`src/rtl/fft_mag_peak_pkg.sv`:
```
// -----------------------------------------------------------------------------
// fft_mag_peak_pkg
// Shared definitions for the FFT magnitude / peak-search block:
//   - default LOG_LEN, IN_WIDTH and PEAK_HI
//   - bit offsets of the real and imaginary lanes inside the 64-bit FFT beat
//   - peak-search state encoding
// -----------------------------------------------------------------------------
package fft_mag_peak_pkg;

    localparam int DEF_LOG_LEN  = 11;
    localparam int DEF_IN_WIDTH = 28;
    localparam int DEF_PEAK_HI  = 1023;

    // Each component sits in its own 32-bit lane, sign-extended above IN_WIDTH.
    localparam int RE_LSB = 0;
    localparam int IM_LSB = 32;

    typedef enum logic {
        ST_IDLE   = 1'b0,
        ST_SEARCH = 1'b1
    } state_t;

endpackage

```
`src/rtl/fft_mag_peak_if.sv`:
```
// -----------------------------------------------------------------------------
// fft_mag_peak_if
// Bundles the FFT input stream, the magnitude output stream, the per-frame
// peak report and the framing-error pulse.
//   master : drives the i_fft_* stream, observes all o_* outputs
//   slave  : the fft_mag_peak block
// Handshake: streams are valid-only (no tready). A beat transfers on every
// rising clock edge where its tvalid is high; the receiver must accept it.
// tdata/tlast/tuser are meaningful only while tvalid is high.
// -----------------------------------------------------------------------------
interface fft_mag_peak_if
    import fft_mag_peak_pkg::*;
#(
    parameter int LOG_LEN = DEF_LOG_LEN
);
    logic               i_fft_tvalid;
    logic [63:0]        i_fft_tdata;
    logic               i_fft_tlast;
    logic [23:0]        i_fft_tuser;

    logic               o_mag_tvalid;
    logic [31:0]        o_mag_tdata;
    logic               o_mag_tlast;
    logic [LOG_LEN-1:0] o_mag_tuser;

    logic               o_peak_valid;
    logic [LOG_LEN-1:0] o_peak_bin;
    logic [31:0]        o_peak_mag;

    logic               o_frm_err;

    modport master (
        output i_fft_tvalid, i_fft_tdata, i_fft_tlast, i_fft_tuser,
        input  o_mag_tvalid, o_mag_tdata, o_mag_tlast, o_mag_tuser,
        input  o_peak_valid, o_peak_bin, o_peak_mag, o_frm_err
    );

    modport slave (
        input  i_fft_tvalid, i_fft_tdata, i_fft_tlast, i_fft_tuser,
        output o_mag_tvalid, o_mag_tdata, o_mag_tlast, o_mag_tuser,
        output o_peak_valid, o_peak_bin, o_peak_mag, o_frm_err
    );

endinterface

```
`src/rtl/fft_mag_est.sv`:
```
// -----------------------------------------------------------------------------
// fft_mag_est
// Three-stage alpha-max-beta-min magnitude pipeline:
//   S1: saturating |re|, |im|
//   S2: max / min
//   S3: mag = max + (min>>2) + (min>>3), IN_WIDTH+1 bits, zero-extended to 32
// Sideband (tlast, bin index) travels in lockstep with tvalid.
// Ports:
//   i_aclk, i_aresetn               clock, async active-low reset
//   i_tvalid/i_tdata/i_tlast/i_tuser input beat (tuser = bin index)
//   o_tvalid/o_tdata/o_tlast/o_tuser magnitude beat, 3 cycles later
// -----------------------------------------------------------------------------
module fft_mag_est
    import fft_mag_peak_pkg::*;
#(
    parameter int LOG_LEN  = DEF_LOG_LEN,
    parameter int IN_WIDTH = DEF_IN_WIDTH
) (
    input  logic               i_aclk,
    input  logic               i_aresetn,
    input  logic               i_tvalid,
    input  logic [63:0]        i_tdata,
    input  logic               i_tlast,
    input  logic [LOG_LEN-1:0] i_tuser,
    output logic               o_tvalid,
    output logic [31:0]        o_tdata,
    output logic               o_tlast,
    output logic [LOG_LEN-1:0] o_tuser
);

    // |x| of an IN_WIDTH-bit signed value fits in IN_WIDTH-1 bits once the
    // most negative code is clamped.
    localparam int MW = IN_WIDTH - 1;

    function automatic logic [MW-1:0] sat_abs(input logic [IN_WIDTH-1:0] x);
        logic [MW-1:0] neg;
        // Low MW bits of -x; exact for every negative value except the clamped one.
        neg = (~x[MW-1:0]) + MW'(1);
        if (x == {1'b1, {MW{1'b0}}}) return {MW{1'b1}};
        if (x[IN_WIDTH-1])           return neg;
        return x[MW-1:0];
    endfunction

    // Lane bits above IN_WIDTH are only sign extension.
    logic unused_lanes;
    assign unused_lanes = ^{i_tdata[RE_LSB+31:RE_LSB+IN_WIDTH],
                            i_tdata[IM_LSB+31:IM_LSB+IN_WIDTH]};

    logic               v1, v2;
    logic [MW-1:0]      abs_re1, abs_im1;
    logic               last1, last2;
    logic [LOG_LEN-1:0] idx1, idx2;
    logic [MW-1:0]      mx2, mn2;
    logic [IN_WIDTH:0]  sum3;

    assign sum3 = {2'b00, mx2}
                + {4'b0000, mn2[MW-1:2]}
                + {5'b00000, mn2[MW-1:3]};

    // Data stages: no reset needed, qualified by the valid chain.
    always_ff @(posedge i_aclk) begin
        abs_re1 <= sat_abs(i_tdata[RE_LSB +: IN_WIDTH]);
        abs_im1 <= sat_abs(i_tdata[IM_LSB +: IN_WIDTH]);
        last1   <= i_tlast;
        idx1    <= i_tuser;
        mx2     <= (abs_re1 >= abs_im1) ? abs_re1 : abs_im1;
        mn2     <= (abs_re1 >= abs_im1) ? abs_im1 : abs_re1;
        last2   <= last1;
        idx2    <= idx1;
    end

    // Valid chain and output stage are reset.
    always_ff @(posedge i_aclk or negedge i_aresetn) begin
        if (!i_aresetn) begin
            v1       <= 1'b0;
            v2       <= 1'b0;
            o_tvalid <= 1'b0;
            o_tdata  <= '0;
            o_tlast  <= 1'b0;
            o_tuser  <= '0;
        end else begin
            v1       <= i_tvalid;
            v2       <= v1;
            o_tvalid <= v2;
            o_tdata  <= {{(32-IN_WIDTH-1){1'b0}}, sum3};
            o_tlast  <= v2 & last2;
            o_tuser  <= idx2;
        end
    end

endmodule

```
`src/rtl/fft_mag_peak.sv`:
```
// -----------------------------------------------------------------------------
// fft_mag_peak
// Computes a magnitude stream from FFT output beats and reports the peak bin
// of every frame. Peak search covers bins 1..PEAK_HI; the lowest index wins a
// tie. Framing errors (tlast not on the final bin, or final bin without
// tlast) pulse o_frm_err in the same cycle as the offending magnitude beat.
// Ports:
//   i_aclk, i_aresetn  clock, async active-low reset
//   bus                fft_mag_peak_if.slave: FFT stream in, magnitude
//                      stream out, peak report, framing error
//   o_dbg_state        current peak-search state
// -----------------------------------------------------------------------------
module fft_mag_peak
    import fft_mag_peak_pkg::*;
#(
    parameter int LOG_LEN  = DEF_LOG_LEN,
    parameter int IN_WIDTH = DEF_IN_WIDTH,
    parameter int PEAK_HI  = DEF_PEAK_HI
) (
    input  logic        i_aclk,
    input  logic        i_aresetn,
    fft_mag_peak_if.slave bus,
    output state_t      o_dbg_state
);

    localparam logic [LOG_LEN-1:0] LAST_IDX  = {LOG_LEN{1'b1}};
    localparam logic [31:0]        PEAK_HI_U = PEAK_HI;

    logic               mag_tvalid;
    logic [31:0]        mag_tdata;
    logic               mag_tlast;
    logic [LOG_LEN-1:0] mag_tuser;

    logic unused_tuser;
    assign unused_tuser = ^bus.i_fft_tuser[23:LOG_LEN];

    fft_mag_est #(
        .LOG_LEN  (LOG_LEN),
        .IN_WIDTH (IN_WIDTH)
    ) u_est (
        .i_aclk    (i_aclk),
        .i_aresetn (i_aresetn),
        .i_tvalid  (bus.i_fft_tvalid),
        .i_tdata   (bus.i_fft_tdata),
        .i_tlast   (bus.i_fft_tlast),
        .i_tuser   (bus.i_fft_tuser[LOG_LEN-1:0]),
        .o_tvalid  (mag_tvalid),
        .o_tdata   (mag_tdata),
        .o_tlast   (mag_tlast),
        .o_tuser   (mag_tuser)
    );

    assign bus.o_mag_tvalid = mag_tvalid;
    assign bus.o_mag_tdata  = mag_tdata;
    assign bus.o_mag_tlast  = mag_tlast;
    assign bus.o_mag_tuser  = mag_tuser;

    state_t             state_q, state_nx;
    logic [31:0]        run_mag_q, base_mag, cand_mag;
    logic [LOG_LEN-1:0] run_bin_q, base_bin, cand_bin;
    logic [31:0]        idx_ext;
    logic               eligible, upd, rep;
    logic               peak_valid_q;
    logic [LOG_LEN-1:0] peak_bin_q;
    logic [31:0]        peak_mag_q;

    assign idx_ext = {{(32-LOG_LEN){1'b0}}, mag_tuser};

    always_comb begin
        state_nx = state_q;
        base_mag = run_mag_q;
        base_bin = run_bin_q;
        // The first beat of a frame compares against a cleared peak, which
        // also makes a tlast followed immediately by a new frame work.
        if (state_q == ST_IDLE) begin
            base_mag = '0;
            base_bin = '0;
        end
        eligible = (idx_ext >= 32'd1) && (idx_ext <= PEAK_HI_U);
        upd      = mag_tvalid && eligible && (mag_tdata > base_mag);
        cand_mag = upd ? mag_tdata : base_mag;
        cand_bin = upd ? mag_tuser : base_bin;
        rep      = mag_tvalid && mag_tlast;
        if (mag_tvalid) begin
            state_nx = mag_tlast ? ST_IDLE : ST_SEARCH;
        end
    end

    always_ff @(posedge i_aclk or negedge i_aresetn) begin
        if (!i_aresetn) begin
            state_q      <= ST_IDLE;
            run_mag_q    <= '0;
            run_bin_q    <= '0;
            peak_valid_q <= 1'b0;
            peak_bin_q   <= '0;
            peak_mag_q   <= '0;
        end else begin
            state_q      <= state_nx;
            peak_valid_q <= rep;
            if (mag_tvalid) begin
                run_mag_q <= cand_mag;
                run_bin_q <= cand_bin;
            end
            // The report includes any update made by the tlast beat itself.
            if (rep) begin
                peak_bin_q <= cand_bin;
                peak_mag_q <= cand_mag;
            end
        end
    end

    assign bus.o_peak_valid = peak_valid_q;
    assign bus.o_peak_bin   = peak_bin_q;
    assign bus.o_peak_mag   = peak_mag_q;
    assign bus.o_frm_err    = mag_tvalid && (mag_tlast != (mag_tuser == LAST_IDX));
    assign o_dbg_state      = state_q;

endmodule
```
`src/flat_wrapper.sv`:
```
// flat-port wrapper written by rule: the top's interface ports become plain ports
module fft_mag_peak_flat import fft_mag_peak_pkg::*;
#(
    parameter int LOG_LEN  = DEF_LOG_LEN,
    parameter int IN_WIDTH = DEF_IN_WIDTH,
    parameter int PEAK_HI  = DEF_PEAK_HI
)
  (i_aclk, i_aresetn, o_dbg_state, bus_i_fft_tvalid, bus_i_fft_tdata, bus_i_fft_tlast, bus_i_fft_tuser, bus_o_mag_tvalid, bus_o_mag_tdata, bus_o_mag_tlast, bus_o_mag_tuser, bus_o_peak_valid, bus_o_peak_bin, bus_o_peak_mag, bus_o_frm_err);
  fft_mag_peak_if #(.LOG_LEN(LOG_LEN)) bus_i ();
  input  logic i_aclk;
  input  logic i_aresetn;
  output state_t o_dbg_state;
  input wire logic [$bits(bus_i.i_fft_tvalid)-1:0] bus_i_fft_tvalid;
  input wire logic [$bits(bus_i.i_fft_tdata)-1:0] bus_i_fft_tdata;
  input wire logic [$bits(bus_i.i_fft_tlast)-1:0] bus_i_fft_tlast;
  input wire logic [$bits(bus_i.i_fft_tuser)-1:0] bus_i_fft_tuser;
  output wire logic [$bits(bus_i.o_mag_tvalid)-1:0] bus_o_mag_tvalid;
  output wire logic [$bits(bus_i.o_mag_tdata)-1:0] bus_o_mag_tdata;
  output wire logic [$bits(bus_i.o_mag_tlast)-1:0] bus_o_mag_tlast;
  output wire logic [$bits(bus_i.o_mag_tuser)-1:0] bus_o_mag_tuser;
  output wire logic [$bits(bus_i.o_peak_valid)-1:0] bus_o_peak_valid;
  output wire logic [$bits(bus_i.o_peak_bin)-1:0] bus_o_peak_bin;
  output wire logic [$bits(bus_i.o_peak_mag)-1:0] bus_o_peak_mag;
  output wire logic [$bits(bus_i.o_frm_err)-1:0] bus_o_frm_err;
  assign bus_i.i_fft_tvalid = bus_i_fft_tvalid;
  assign bus_i.i_fft_tdata = bus_i_fft_tdata;
  assign bus_i.i_fft_tlast = bus_i_fft_tlast;
  assign bus_i.i_fft_tuser = bus_i_fft_tuser;
  assign bus_o_mag_tvalid = bus_i.o_mag_tvalid;
  assign bus_o_mag_tdata = bus_i.o_mag_tdata;
  assign bus_o_mag_tlast = bus_i.o_mag_tlast;
  assign bus_o_mag_tuser = bus_i.o_mag_tuser;
  assign bus_o_peak_valid = bus_i.o_peak_valid;
  assign bus_o_peak_bin = bus_i.o_peak_bin;
  assign bus_o_peak_mag = bus_i.o_peak_mag;
  assign bus_o_frm_err = bus_i.o_frm_err;
  fft_mag_peak #(.LOG_LEN(LOG_LEN), .IN_WIDTH(IN_WIDTH), .PEAK_HI(PEAK_HI)) u_core (.i_aclk(i_aclk), .i_aresetn(i_aresetn), .bus(bus_i), .o_dbg_state(o_dbg_state));
endmodule
```
`config.mk`:
```
export PLATFORM = sky130hd
export DESIGN_NAME = fft_mag_peak_flat
export DESIGN_NICKNAME = d
export VERILOG_FILES = /design/src/rtl/fft_mag_peak_pkg.sv /design/src/rtl/fft_mag_peak_if.sv /design/src/rtl/fft_mag_est.sv /design/src/rtl/fft_mag_peak.sv /design/src/flat_wrapper.sv
export SDC_FILE = /design/constraint.sdc
export NUM_CORES = 1
export LEC_CHECK = 0
export BUFFER_PORTS_ARGS = -buffer_cell sky130_fd_sc_hd__buf_2
export CORE_AREA = 2 2 205 207
export DETAILED_ROUTE_END_ITERATION = 6
export DIE_AREA = 0 0 207 209
export PLACE_DENSITY = 0.46
export SYNTH_ARGS = -nofsm -noshare
export SYNTH_HDL_FRONTEND = slang
export SYNTH_SLANG_ARGS = --single-unit
```
`constraint.sdc`:
```
create_clock -name i_aclk -period 10.38 [get_ports i_aclk]
set_input_delay 1.038 -clock i_aclk [delete_from_list [all_inputs] [get_ports i_aclk]]
set_output_delay 1.038 -clock i_aclk [all_outputs]
set_load 0.05 [all_outputs]
```
After elaboration in Yosys (flattened, before gate mapping)
Cells that the tools add are included.
W data, S select, Z words.
{"block": "totals", "regBits": 264}
{"block": "classes", "add_sub_neg": 4, "n_lt_le_gt_ge": 4, "n_eq_ne": 4, "n_mux": 21, "bitwise": 3, "reduce_logical": 5}
{"op": "$mux W27", "count": 10}
{"op": "$mux W32", "count": 2}
{"op": "$eq A28 B28 Y1 const B", "count": 2}
{"op": "$add A27 B1 Y27 const B", "count": 2}
{"op": "$not A27 Y27", "count": 2}
{"op": "$gt A29 B32 Y1", "count": 1}
{"op": "$add A28 B24 Y29", "count": 1}
{"op": "$add A27 B25 Y28", "count": 1}
{"op": "$ge A27 B27 Y1", "count": 1}
{"op": "$mux W11", "count": 2}
{"op": "$eq A11 B11 Y1 const B", "count": 1}
{"op": "$ge A11 B1 Y1 const B", "count": 1}
{"op": "$le A11 B10 Y1 const B", "count": 1}
{"op": "$mux W1", "count": 7}
{"op": "$logic_and A1 B1 Y1", "count": 5}
{"op": "$and A1 B1 Y1", "count": 1}
{"op": "$ne A1 B1 Y1", "count": 1}

Logic depth before layout (Yosys ltp)
Gate-level depths: netlist of the first run.
{"block": "logic_depth", "depth_word": 5, "mapped_depth": 14}

By module
A second synthesis of the first run with hierarchy kept.
{"block": "unflattened", "cells_unflattened": 1252, "hier_area_um2": 12896.1}
{"module": "fft_mag_est", "instances": 1, "cells_per_inst": 777, "area_per_inst_um2": 8264.2, "seq_area_each_um2": 3678.5}
{"module": "fft_mag_peak", "instances": 1, "cells_per_inst": 475, "area_per_inst_um2": 4631.9, "seq_area_each_um2": 2202.1}

Worst setup path before layout of the first run
Ideal clock, no wire load.
{"block": "synth_path", "kind": "input -> register", "startpoint": "input bus_i_fft_tdata[9]", "endpoint": "register u_core.u_est.abs_re1[13]", "setup_time_ns": 0.059, "arrival_time_ns": 3.776, "required_time_ns": 10.321, "slack_ns": 6.544, "cell_stages": 9, "n_path_buf": 2, "cell_sequence": "or3_4 -> or4_4 -> or3_4 -> or4_4 -> or3_4 -> or3b_1 -> buf_6 -> buf_8 -> nand2_1"}
{"block": "synth_between", "elab_chain_len": 5, "elab_cells_between_ends": 7, "cone_classes": "add/sub (1); eq/ne (1); mux (4); bitwise (1)"}
{"item": "from (decl)", "line_no": "flat_wrapper.sv:14", "text": "input wire logic [$bits(bus_i.i_fft_tdata)-1:0] bus_i_fft_tdata;"}
{"item": "$not A27 Y27", "line_no": "fft_mag_est.sv:38", "text": "neg = (~x[MW-1:0]) + MW'(1);"}
{"item": "$add A27 B1 Y27", "line_no": "fft_mag_est.sv:38"}
{"item": "$mux W27", "line_no": "fft_mag_est.sv:40", "text": "if (x[IN_WIDTH-1]) return neg;"}
{"item": "$mux W27", "line_no": "fft_mag_est.sv:41", "text": "return x[MW-1:0];"}
{"item": "$mux W27 *", "line_no": "fft_mag_est.sv:40"}
{"item": "to (signal assigned)", "line_no": "fft_mag_est.sv:62", "text": "abs_re1 <= sat_abs(i_tdata[RE_LSB +: IN_WIDTH]);"}
{"item": "to (decl)", "line_no": "fft_mag_est.sv:50", "text": "logic [MW-1:0] abs_re1, abs_im1;"}
Mark *: on every way between the ends. The rest lies on a longest branch, timed or not.
A chain may end at the register's enable or synchronous reset.

Worst setup path in the final report of the first run
{"block": "layout_path", "startpoint": "register u_core.state_q, in the netlist u_core.o_dbg_state", "endpoint": "register u_core.run_bin_q[6]"}
{"block": "layout_between", "elab_chain_len": 4, "elab_cells_between_ends": 5, "cone_classes": "order compare (1); mux (3); reduce/logical (1)"}
{"item": "from (decl)", "line_no": "fft_mag_peak.sv:58", "text": "state_t state_q, state_nx;"}
{"item": "from (signal assigned)", "line_no": "fft_mag_peak.sv:98", "text": "state_q <= state_nx;"}
{"item": "$mux W32", "line_no": "fft_mag_peak.sv:75", "text": "if (state_q == ST_IDLE) begin"}
{"item": "$gt A29 B32 Y1", "line_no": "fft_mag_peak.sv:80", "text": "upd = mag_tvalid && eligible && (mag_tdata > base_mag);"}
{"item": "$logic_and A1 B1 Y1", "line_no": "fft_mag_peak.sv:80"}
{"item": "$mux W11 *", "line_no": "fft_mag_peak.sv:82", "text": "cand_bin = upd ? mag_tuser : base_bin;"}
{"item": "to (signal assigned)", "line_no": "fft_mag_peak.sv:102", "text": "run_bin_q <= cand_bin;"}
{"item": "to (decl)", "line_no": "fft_mag_peak.sv:60", "text": "logic [LOG_LEN-1:0] run_bin_q, base_bin, cand_bin;"}
Marks and branches as above.

==> metrics.yaml, run 1 <==
syn_to_final_growth_pct: 19.6
min_period_ns: 4.33
synthCells: 1138
overflow: 0
reg2reg_to: "u_core.run_bin_q[6]"
hold_viol_final: 0
finalMaxSlewViolations: 0
antenna_found_initial: 0
port_buffers: 157
path_max_fanout: 30
ant_nets: 0
r2r-start: "u_core.o_dbg_state"
ff2ff_path_depth: 11
power_mw: 4.64
min_from: "u_core.u_est.idx1[6]"
htreeDepth: 1
yosysUniqueCellTypes: 58
post-place-cells: 1794
diodes: 0
clkSinkCount: 261
vias: 8570
syn_area_um2: 12200
rsz0062_at_grt: "false"
cts_tree: "yes"
hold_path_end: "u_core.u_est.idx2[6]"
dp_hpwl_um: 20500
worstMarginPinSlew_ns: 0.998
place_congestion: 0.752
ctsHoldBuffers: 0
synth-adder-area-share: 0.126
synth-compound-area-share: 0.152
synthXorXnorAreaFrac: 0.0488
synth_ff_type: "dfrtp_1"
yosys-mux-area-fraction: 0.0480
dieArea_um2: 43300
cts_buffers: 30
stdcell_area_um2: 14600
path_cells: "buf_4 -> nand2_1 -> ha_1 -> nand3_1 -> or4_1 -> o31ai_1 -> nand2b_1 -> o311a_1 -> nand2b_1 -> buf_4 -> a22o_1"
fp.coreArea_um2: 41300
post_drt_wl_per_cell_um: 15.2
post_cts_resized: 0
yosys.area_share.simple: 0.110
yosysWarnings: 0
cpPeakStageDelay_ns: 0.60
peakVddDrop_uv: 148
powerDensity_nw_per_um2: 318
initial_utilization: 0.296
cp_num_buf_inv: 2
drc: 0
drt_iter0_drc: 436
ys_ff_latch: 261
post_cts_buffers: 0
cp-end-kind: "flop"
crit_family: "simple AND/OR/NAND/NOR gates"
async_flop_share: 0.502
fin_cells: 1850
io_pins: 183
drive_gt1_frac: 0.220
nNetsFinal: 1487
hold_path_depth: 0
grt_pass1_wl_um: 46000
place_area_um2: 13500
clockRootBuffer: "clkbuf_16"
slew_headroom: 0.335
cts.path.max_buffers: 3
grt_pass1_vias: 8743
cp_data_arrival_time_ns: 4.82
grt_max_degree: 88
path_clk_slew_ns: 0.06
detailedRoute.firstPassIterationCount: 4
outcome: "completed"
timing.fmax_ghz: 0.231
grt.total_usage: 0.128
die_w_um: 207
worst_ep_required_time_ns: 10.87
die_h_um: 209
hold_path_class: "reg2reg"
maxCapViolCount: 0
path_class: "reg2reg"
clock_latency_ns: 0.56
wl_um: 28100
vias_per_cell: 4.63
power.leakage_nw: 6.82
avgSynthCellArea_um2: 10.7
start_kind: "flop"
cp.depth: 11
synth_top_family_by_area: "compound AO/OA/AOI/OAI gates"
setup_violations: 0
skew_ns: 0.0242
seq_area_frac_synth: 0.482
setup_tns_ns: 0
rrSetupSlack_ns: 6.05
cp_slowest_cell: "nand2b_1"
post-route-period-util: 0.417
synth_edf_count: 0
num_rows: 75
[through the flow]
stage                     hold slack, ns  setup WS (ns)   util
after floorplan                    0.310           6.54      -
after global placement             0.312           5.91  0.328
after detailed placement           0.314           5.94  0.328
after CTS                          0.328           5.98  0.354
after global routing               0.331           5.72  0.354
final                              0.326           6.05  0.354
[report_power, final]
group / switching [mW] / internal, mW
Combinational: 1.29 / 0.748
Sequential: 0.214 / 1.29
Clock: 0.427 / 0.675
Total: 1.93 / 2.71
[cells in the mapped netlist, drive strengths merged, types with 15 or more instances]
cell | instances | area, um2
dfrtp | 131 | 3280
xnor2 | 20 | 175
xor2 | 48 | 420
a22o | 38 | 333
clkbuf | 39 | 146
nand2 | 154 | 588
o21ai | 71 | 355
a22oi | 39 | 293
dfxtp | 130 | 2600
inv | 45 | 169
a21oi | 35 | 175
nor2 | 21 | 78.8
ha | 83 | 1040
mux2 | 52 | 586
a21o | 27 | 203
nor3 | 15 | 75.1
fa | 25 | 500
[logic make-up after synthesis]
logic type | count (synthesis)
flops | 261
xor+xnor | 68
compound gates | 273
mux | 52
simple gates | 279
fa+ha+maj | 108
other cells | 1
buf+inv | 96
[sequential cells by signal (all words and copies together) (netlist names), 25 cells and up]
signal	count
u_core.bus.o_peak_mag	32
u_core.u_est.mn2	25
u_core.u_est.abs_re1	27
u_core.u_est.mx2	27
u_core.u_est.abs_im1	27
u_core.u_est.o_tdata	28
u_core.run_mag_q	32
[cell type report]
type / count / area (um2)
well taps: 539 / 674
repair buffers: 165 / 852
clock inverters: 17 / 218
fillers: 4215 / 26700
clock buffers: 39 / 845
inverters: 45 / 169
multi-input cells: 784 / 5960
flip-flops and latches: 261 / 5880
[metal layers]
| metal | share of wire | track usage | vias up |
|---|---|---|---|
| met1 | 0.50 | 0.179 | 4033 |
| met3 | 0.041 | 0.0219 | 42 |
| met5 | 0 | 0 | - |
| met2 | 0.43 | 0.205 | 179 |
| met4 | 0.022 | 0.0325 | 0 |
| li1 | - | - | 4316 |
[worst max path at each step]
stage / slack [ns] / start / endpoint
floorplan: 6.54 / bus_i_fft_tdata[9] / u_core.u_est.abs_re1[13]
global placement: 5.91 / bus_i_fft_tdata[9] / u_core.u_est.abs_re1[1]
detailed placement: 5.94 / bus_i_fft_tdata[9] / u_core.u_est.abs_re1[1]
CTS: 5.98 / u_core.o_dbg_state / u_core.run_bin_q[6]
global route: 5.72 / u_core.o_dbg_state / u_core.run_mag_q[3]
finish: 6.05 / u_core.o_dbg_state / u_core.run_bin_q[6]
[layout by cell type, fill, tap and decap left out, types with 25 or more instances in the layout]
cell       instances
xor2_1            48
ha_1              83
a21o_1            27
a22o_1            38
a22oi_1           39
o21ai_0           71
a21oi_1           34
dfxtp_1          130
dfrtp_1          131
fa_1              25
mux2_2            52
clkbuf_16         30
inv_1             45
buf_2            156
nand2_1          149
No activity file was read; power rests on OpenSTA's default activity.
==> inputs of run 2 (changes only) <==
--- a/config.mk
+++ b/config.mk
@@ -9,7 +9,7 @@
 export CORE_AREA = 2 2 205 207
 export DETAILED_ROUTE_END_ITERATION = 6
 export DIE_AREA = 0 0 207 209
-export PLACE_DENSITY = 0.46
+export PLACE_DENSITY = 0.48
 export SYNTH_ARGS = -nofsm -noshare
 export SYNTH_HDL_FRONTEND = slang
 export SYNTH_SLANG_ARGS = --single-unit
==> constraint.sdc (replaced) <==
create_clock -name i_aclk -period 3.65 [get_ports i_aclk]
set_input_delay 0.365 -clock i_aclk [delete_from_list [all_inputs] [get_ports i_aclk]]
set_output_delay 0.365 -clock i_aclk [all_outputs]
set_load 0.05 [all_outputs]
==> metrics.yaml, run 2 (synthesis results as in run 1) <==
outcome: "completed"
dp_hpwl_um: 20600
drive_gt1_frac: 0.224
syn_to_final_growth_pct: 21.9
final_core_util: 0.360
power.leakage_nw: 6.95
place_area_um2: 13600
fill_cells: 4180
start_kind: "flop"
clockRootBuffer: "clkbuf_16"
drt_iter0_drc: 454
skew_ns: 0.0205
min_period_ns: 3.41
hold_viol_final: 0
num_rows: 75
min_from: "bus_i_fft_tdata[25]"
peakVddDrop_uv: 424
grt_pass1_wl_um: 46800
seq_area_um2: 5880
layout_commonest_cell: "buf_2"
mostFrequentLayoutCells: "156 x buf_2, 149 x nand2_1, 130 x dfrtp_1, 130 x dfxtp_1, 83 x ha_1"
post-place-cells: 1799
post_cts_buffers: 0
vias_per_cell: 4.64
path_max_fanout: 3
stdcell_area_um2: 14900
place_congestion: 0.803
finalMaxSlewViolations: 0
path_class: "reg2reg"
grt.total_usage: 0.130
vias: 8685
rsz0062_at_grt: "false"
cts_tree: "yes"
htreeDepth: 1
cts_buffers: 31
maxCapViolCount: 0
grt_pass1_vias: 8911
nNetsFinal: 1507
multi_input_area_um2: 5970
fin_cells: 1870
met3_usage: 0.0191
die_h_um: 209
ant_nets: 0
diodes: 0
cp-end-kind: "flop"
top_usage_layer: "met2"
die_w_um: 207
dieArea_um2: 43300
io_pins: 183
cts.path.max_buffers: 3
post-route-period-util: 0.935
slew_headroom: 0.273
crit_path_start: "u_core.u_est.mn2[4]"
gr-usage-met1: 0.189
power_frac_comb: 0.436
path_clk_slew_ns: 0.06
worstMarginPinSlew_ns: 1.09
p_switching_mw: 5.51
initial_utilization: 0.296
drc: 0
power.internal_mw: 7.89
port_buffers: 157
clock_latency_ns: 0.56
detailedRoute.firstPassIterationCount: 5
overflow: 0
setup_violations: 0
cp_data_arrival_time_ns: 3.86
seqPwrFrac: 0.321
hold_path_class: "in2reg"
worst_ep_required_time_ns: 4.10
powerDensity_nw_per_um2: 901
antenna_found_initial: 0
grt_max_degree: 112
wl_um: 28100
fp.coreArea_um2: 41300
setup_tns_ns: 0
r2r-start: "u_core.u_est.mn2[4]"
timing.fmax_ghz: 0.293
clkSinkCount: 261
p_sw_frac: 0.411
clockPowerShare: 0.244
post_drt_wl_per_cell_um: 15.0
grt_util_met2: 0.200
## run 2: area by class of cell
class | count | share of cell area
inverters | 45 | 0.0114
flip-flops and latches | 261 | 0.396
repair buffers | 184 | 0.0717
clock buffers | 38 | 0.0580
clock inverters | 19 | 0.0163
well taps | 539 | 0.0453
multi-input cells | 784 | 0.402
## run 2: timing repair
item | CTS | global route
hold endpoints to repair | 28 | 0
hold buffers | 14 | 0
resized for setup | 0 | 4
setup endpoints to repair | 0 | 46
## run 2: final timing paths
path | slack [ns] | to | cells past startpoint
hold reg to reg | 0.33 | u_core.u_est.idx2[1] | 0
hold / removal | 0.03 | u_core.u_est.abs_re1[25] | 2
max in group asynchronous | 2.18 | u_core.bus.o_peak_mag[19] | 3
min in group asynchronous | 0.48 | u_core.bus.o_peak_bin[8] | 2
setup reg to reg | 0.24 | u_core.u_est.o_tdata[27] | 11
setup / recovery | 0.24 | u_core.u_est.o_tdata[27] | 11
## run 2: worst max-delay path: stages, from the launching register on
cell and delay [ns]:
dfxtp_1 0.37, fa_1 0.43, ha_1 0.23, fa_1 0.42
a211oi_1 0.36, nor3_1 0.16, o21a_1 0.26, a221oi_2 0.33
a211oi_1 0.15, o21ai_0 0.27, a21oi_1 0.14, o21a_1 0.19
## run 2: power by group through the flow
stage               Sequential (mW)  Combinational [mW]  Clock, mW
global route                   4.42                6.51       3.48
detailed placement             4.35                5.83          0
floorplan                      5.43                3.20          0
CTS                            4.30                5.88       3.38
global placement               4.33                5.82          0
finish                         4.29                5.84       3.27
## run 2: through the flow
step / hold WS, ns / worst slack (ns) / total power [mW]
2_1_floorplan: 0.0694 / 0.0960 / 8.64
3_3_place_gp: 0.312 / 0.187 / 10.1
3_5_place_dp: 0.312 / 0.152 / 10.2
4_1_cts: 0.00257 / 0.121 / 13.6
5_1_grt: 0.0251 / 0.0337 / 14.4
6_report: 0.0264 / 0.238 / 13.4
## run 2: routing by layer
metal  vias to the layer above  wire, um
met2                       203     11800
met3                        50      1170
met1                      4061     14400
met5                         -         0
met4                         0       763
li1                       4371         -
